### config.mk
export PLATFORM = sky130hd
export DESIGN_NAME = id_ex_elastic_stage
export DESIGN_NICKNAME = d
export VERILOG_FILES = /design/src/rtl/id_ex_elastic_stage.sv
export SDC_FILE = /design/constraint.sdc
export NUM_CORES = 1
export LEC_CHECK = 0
export CAP_MARGIN = 15
export CORE_UTILIZATION = 40
export DETAILED_ROUTE_END_ITERATION = 7
export PLACE_DENSITY = 0.77
export SYNTH_ARGS = -nofsm -noshare
export SYNTH_HDL_FRONTEND = slang
export SYNTH_SLANG_ARGS = --single-unit
### constraint.sdc
create_clock -name clk -period 1.8 [get_ports clk]
set_input_delay 0.27 -clock clk [delete_from_list [all_inputs] [get_ports clk]]
set_output_delay 0.27 -clock clk [all_outputs]
set_load 0.02 [all_outputs]
### src/rtl/id_ex_elastic_stage.sv
// ID->EX pipeline stage with valid/ready handshake and a 2-entry skid buffer.
// Immediate is extended at capture; control is forced to zero on bubbles.
module id_ex_elastic_stage #(
  parameter int DATA_W = 32,
  parameter int IMM_W  = 16,
  parameter int REG_W  = 5,
  parameter int CTRL_W = 9
) (
  input  logic              clk,
  input  logic              rst_n,
  input  logic              flush,
  input  logic              in_valid,
  output logic              in_ready,
  input  logic [DATA_W-1:0] in_rs_data,
  input  logic [DATA_W-1:0] in_rt_data,
  input  logic [IMM_W-1:0]  in_imm,
  input  logic              in_imm_zext,
  input  logic [REG_W-1:0]  in_rs,
  input  logic [REG_W-1:0]  in_rt,
  input  logic [REG_W-1:0]  in_rd,
  input  logic [CTRL_W-1:0] in_ctrl,
  output logic              out_valid,
  input  logic              out_ready,
  output logic [DATA_W-1:0] out_rs_data,
  output logic [DATA_W-1:0] out_rt_data,
  output logic [DATA_W-1:0] out_imm,
  output logic [REG_W-1:0]  out_rs,
  output logic [REG_W-1:0]  out_rt,
  output logic [REG_W-1:0]  out_rd,
  output logic [CTRL_W-1:0] out_ctrl
);

  localparam logic [1:0] EMPTY = 2'd0;
  localparam logic [1:0] ONE   = 2'd1;
  localparam logic [1:0] TWO   = 2'd2;

  typedef struct packed {
    logic [DATA_W-1:0] rs_data;
    logic [DATA_W-1:0] rt_data;
    logic [DATA_W-1:0] imm;
    logic [REG_W-1:0]  rs;
    logic [REG_W-1:0]  rt;
    logic [REG_W-1:0]  rd;
    logic [CTRL_W-1:0] ctrl;
  } beat_t;

  logic [1:0] state_q, state_d;
  beat_t      main_q, main_d;
  beat_t      skid_q, skid_d;
  beat_t      in_beat;
  logic       acc, pop;

  always_comb begin
    in_beat.rs_data = in_rs_data;
    in_beat.rt_data = in_rt_data;
    in_beat.imm     = {{(DATA_W-IMM_W){in_imm_zext ? 1'b0 : in_imm[IMM_W-1]}},
                       in_imm};
    in_beat.rs      = in_rs;
    in_beat.rt      = in_rt;
    in_beat.rd      = in_rd;
    in_beat.ctrl    = in_ctrl;
  end

  assign in_ready  = (state_q != TWO);
  assign out_valid = (state_q != EMPTY);
  assign acc       = in_valid & in_ready;
  assign pop       = out_valid & out_ready;

  always_comb begin
    state_d = state_q;
    main_d  = main_q;
    skid_d  = skid_q;
    if (flush) begin
      state_d = EMPTY;
    end else begin
      unique case (state_q)
        EMPTY: begin
          if (acc) begin
            main_d  = in_beat;
            state_d = ONE;
          end
        end
        ONE: begin
          if (acc && pop) begin
            main_d = in_beat;
          end else if (acc) begin
            skid_d  = in_beat;
            state_d = TWO;
          end else if (pop) begin
            state_d = EMPTY;
          end
        end
        TWO: begin
          if (pop) begin
            main_d  = skid_q;
            state_d = ONE;
          end
        end
        default: state_d = EMPTY;
      endcase
    end
  end

  always_ff @(posedge clk) begin
    if (!rst_n) begin
      state_q <= EMPTY;
      main_q  <= '0;
      skid_q  <= '0;
    end else begin
      state_q <= state_d;
      main_q  <= main_d;
      skid_q  <= skid_d;
    end
  end

  // Bubbles present a NOP even to consumers that ignore out_valid.
  assign out_ctrl    = out_valid ? main_q.ctrl : '0;
  assign out_rs_data = main_q.rs_data;
  assign out_rt_data = main_q.rt_data;
  assign out_imm     = main_q.imm;
  assign out_rs      = main_q.rs;
  assign out_rt      = main_q.rt;
  assign out_rd      = main_q.rd;

endmodule
# Yosys cells after proc, flatten, opt, wreduce, memory -nomap -nowiden
# Index checks and enable logic that the tools add are counted.
# totals
reg_bits	227
inputBits	110
out_inout_bits	122
# op_classes
eq_ne	8
muxes	12
bitwise_logic	5
reduce_logical	8
# ops
cell	n
120-bit 2-to-1 mux	3
120-bit case mux with 3 select lines	1
2-bit 2-to-1 mux	5
2-bit inequality test, second input constant	5
9-bit 2-to-1 mux	1
4-bit AND reduction	2
2-bit case mux with 3 select lines	1
5-bit AND reduction	1
3-bit inequality test, second input constant	1
1-bit NOT	3
3-bit nonzero test	1
1-bit bitwise AND	2
2-bit by 1-bit equality test with 1-bit output, second input constant	1
2-bit equality test, second input constant	1
2-bit zero test	1
2-bit nonzero test	1
2-bit OR reduction	1
1-bit logical AND	1
1-bit 2-to-1 mux	1

# Depth between registers and ports, before layout
# Gate-level depths: netlist of the first run.
# logic_depth
ltp_word	6
mapped_depth	7

# Worst setup path after synthesis of the first run
# Ideal clock, no wire load.
# synth_path
path_kind	register to register
startpoint	register state_q[1]
endpoint	register main_q, in the netlist out_rt_data[2]
arrival_time_ps	1430
required_ps	1684
setup_slack_ps	255
stages_incl_launch_ff	8
path_buffers	3
cell_sequence	dfxtp_1 and3b_1 a21oi_2 or2_1 buf_2 buf_6 buf_6 a31o_1
# synth_via
elab_chain_cells	5
word_cells_on_any_way	14
# synth_lines
item	line	source
from (decl)	47	logic [1:0] state_q, state_d;
from (signal assigned)	110	state_q <= state_d;
2-bit inequality test or 2-bit nonzero test (tied branches)	64, 65	
1-bit bitwise AND (on tied branches)	66, 67	
1-bit logical AND	84	if (acc && pop) begin
2-bit inequality test (no line)	n/a	
5-bit AND reduction (no line)	n/a	
to (signal assigned)	111	main_q <= main_d;
to (decl)	48	beat_t main_q, main_d;
# Parallel ways exist; a longest one is shown, timed or not.
# A chain may end at the register's enable or synchronous reset.

# Worst setup path after layout of the first run
# layout_path
startpoint	register main_q, in the netlist out_rs_data[4]
endpoint	output out_rs_data[4]
# layout_rtl
item	line	source
to (decl)	24	output logic [DATA_W-1:0] out_rs_data,
# No word-level cell between the ends.

==> run metrics, run 1 <==
status=finished clean; CP top delay family=buffers and inverters; Post-synth EDFFs=0; Die ar.=approximately 0.025 sq mm; ys async rst share=0%; commonest non-fill, non-tap cell in the layout=nand2_1; Syn Area/Cell=8.93 sq um; sequential fraction of the synthesis area=between 40% and 50%; max-cap check violation count=0; n_diodes=0; Synth area leader=dfxtp_1; DR WL/cell=approximately 17 um; nets=around 1.3k; RSZ-0062 raised after global routing=no; Max Clk Rate=569 MHz; gr usage total=roughly a fifth; placed insts=1,472; CP endpoint kind=output port; Synth cell types=26; largest net degree at the start of global routing=106; Syn Inst Count=between 1k and 1.5k; Synth top area share=43.7%; HPWL Detailed=16,400 um; Yosys warnings=0; WL final=about 26,000 um; dominant synthesized flop cell=dfxtp_1; commonest cells after routing, fill and taps aside=nand2_1, dfxtp_1, clkdlybuf4s50_1, a21oi_1; routed vias=a little over 8k; Worst Tran Pin Value=0.601 ns; final setup skew=roughly 0.0069 ns; overflow left after global routing=0; Worst slew margin=around three fifths; Die Height=158 um; CTS sink cnt=about 210; Final period util=~98%; Post-route DRC=0; Largest stage delay, worst path=0.64 ns; hold buffer count at cts=0; critical-path maximum fanout=2; routability cong.=roughly 0.76; Area contributors post-synth=dfxtp_1, mux2i_1, a31o_1; Critical Path Start Type=register; CTS Buf Count=23; proportion of layout cells with a drive suffix above 1=under 10%; CP max stage cell=clkdlybuf4s50_1; Final Instance Count excl. Fillers=around 1.5k; Clock Tree Root=clkbuf_16; sequential cell area=~0.0042 sq mm; Final setup viols=0; fill cell count=around 2.1k; Layout area overhead=28.8%; Initial Util=roughly two fifths; core area=roughly 0.024 sq mm; Rows=56; syn_nets=1,197; Antenna Nets Post-Route=0; VDD IR max=roughly 570 uV; I/O pin count=roughly 230; initial DRC count=around 460; mapped cell area=0.00971 sq mm; PwrDens=870 mW/mm^2; critical path arrival=1.49 ns; initial antenna violation count=1; footprint of the multi-input gates=slightly above 0.004 sq mm; first-pass GRT wire length=roughly 40,000 um; H-tree lvl count=1; CTS clk-pin slew, worst paths=about 0.060 ns; critical path class=reg -> out; CP required=1.53 ns; Buf/Inv on CP=1; crit path cell chain=clkdlybuf4s50_1; first-pass iteration count of the detailed router=5; Final Max Slew Viols=0; vias in the first global route=7,690; clk buf depth=3; Die W=about 160 um; Pwr Total=between 0.01 and 0.015 W; min cycle time layout=around 1.8 ns; Leakage=slightly above 5 nW; PortBufs=roughly 230; worst skew pair latency=0.50 ns; worst hold slack=0.119 ns; final hold violations=0; flops & latches, synth=212; CTS tree=built; Hold Crit Class=in -> reg; via-per-instance ratio=approximately 5.3
cells in the mapped netlist, types with 3 or more instances:
cell type,number
mux2i_1,105
a31o_1,105
buf_6,9
nand2_1,212
buf_2,34
buf_4,112
nand2b_1,3
nor4_1,105
nor2b_1,10
clkbuf_1,60
a21oi_1,106
dfxtp_1,212
state kept, by name, summed over array words and instances (netlist names):
register,count
skid_q,105
out_rs_data,32
out_rt_data,32
out_imm,17
main_q,9
out_rd,5
out_rs,5
out_rt,5
state_q,2
report_power, final:
| group | switching [W] | internal [W] |
|---|---|---|
| Clock | 0.00180 | 0.00276 |
| Sequential | 0.0000838 | 0.00484 |
| Combinational | 0.000711 | 0.000691 |
| Total | 0.00260 | 0.00828 |
metrics by stage:
step	cell area [sq um]	TNS (ns)	util (%)	setup slack (ns)
2_1_floorplan	9710	0	-	0.255
3_3_place_gp	11800	-15.89	50.1	-0.110
3_5_place_dp	11800	-26.96	50.1	-0.184
4_1_cts	12500	0	53.0	0.00311
5_1_grt	12500	0	53.0	0.00211
6_report	12500	0	53.0	0.0429
logic make-up after synthesis:
family | Yosys count | synth area share [%]
simple gates | 337 | 16.3
buf+inv | 218 | 13.9
compound gates | 215 | 15.3
flops | 212 | 43.7
mux | 105 | 10.8
final cells by class:
class,instances,share of cell area (%)
clock buffers,35,5.52
clock inverters,2,0.300
inverters,2,0.100
multi-input cells,657,33.2
flip-flops and latches,212,34.0
well taps,319,3.19
repair buffers,282,23.8
path summary, 6_finish.rpt:
kind | from | to | slack, ns | cells after the start
setup / recovery | out_rs_data[4]$_SDFFE_PN0P_ | out_rs_data[4] | 0.04 | 1
hold / removal | flush | state_q[0]$_SDFFE_PP0P_ | 0.12 | 2
setup reg to reg | state_q[1]$_SDFFE_PP0P_ | out_rt_data[25]$_SDFFE_PN0P_ | 0.18 | 6
hold reg to reg | skid_q[97]$_SDFFE_PN0P_ | skid_q[97]$_SDFFE_PN0P_ | 0.45 | 2
layer usage:
metal	vias up	GRT usage [%]	wire length (um)
met4	2	5.46	504
met5	-	0	13
met2	228	34.1	12300
li1	3931	-	-
met3	36	4.13	1610
met1	3852	25.0	11200
timing repair:
| action | 4_1_cts | 5_1_grt |
|---|---|---|
| resized for setup | 52 | 9 |
| endpoints found under the setup margin | 27 | 8 |
| buffers inserted | 0 | 0 |
No activity file was read; power rests on OpenSTA's default activity.
==> run 2, diff against run 1 <==
--- a/config.mk
+++ b/config.mk
@@ -7,6 +7,7 @@
 export LEC_CHECK = 0
 export CAP_MARGIN = 15
 export CORE_UTILIZATION = 40
+export CTS_CLUSTER_DIAMETER = 100
 export DETAILED_ROUTE_END_ITERATION = 7
 export PLACE_DENSITY = 0.77
 export SYNTH_ARGS = -nofsm -noshare
==> results of run 2 <==
Final layout, timing and power as in run 1 (identical DEF).
==> run 3, diff against run 2 <==
--- a/config.mk
+++ b/config.mk
@@ -10,6 +10,7 @@
 export CTS_CLUSTER_DIAMETER = 100
 export DETAILED_ROUTE_END_ITERATION = 7
 export PLACE_DENSITY = 0.77
+export SLEW_MARGIN = 30
 export SYNTH_ARGS = -nofsm -noshare
 export SYNTH_HDL_FRONTEND = slang
 export SYNTH_SLANG_ARGS = --single-unit
==> results of run 3 <==
Final layout, timing and power as in run 1 (identical DEF).
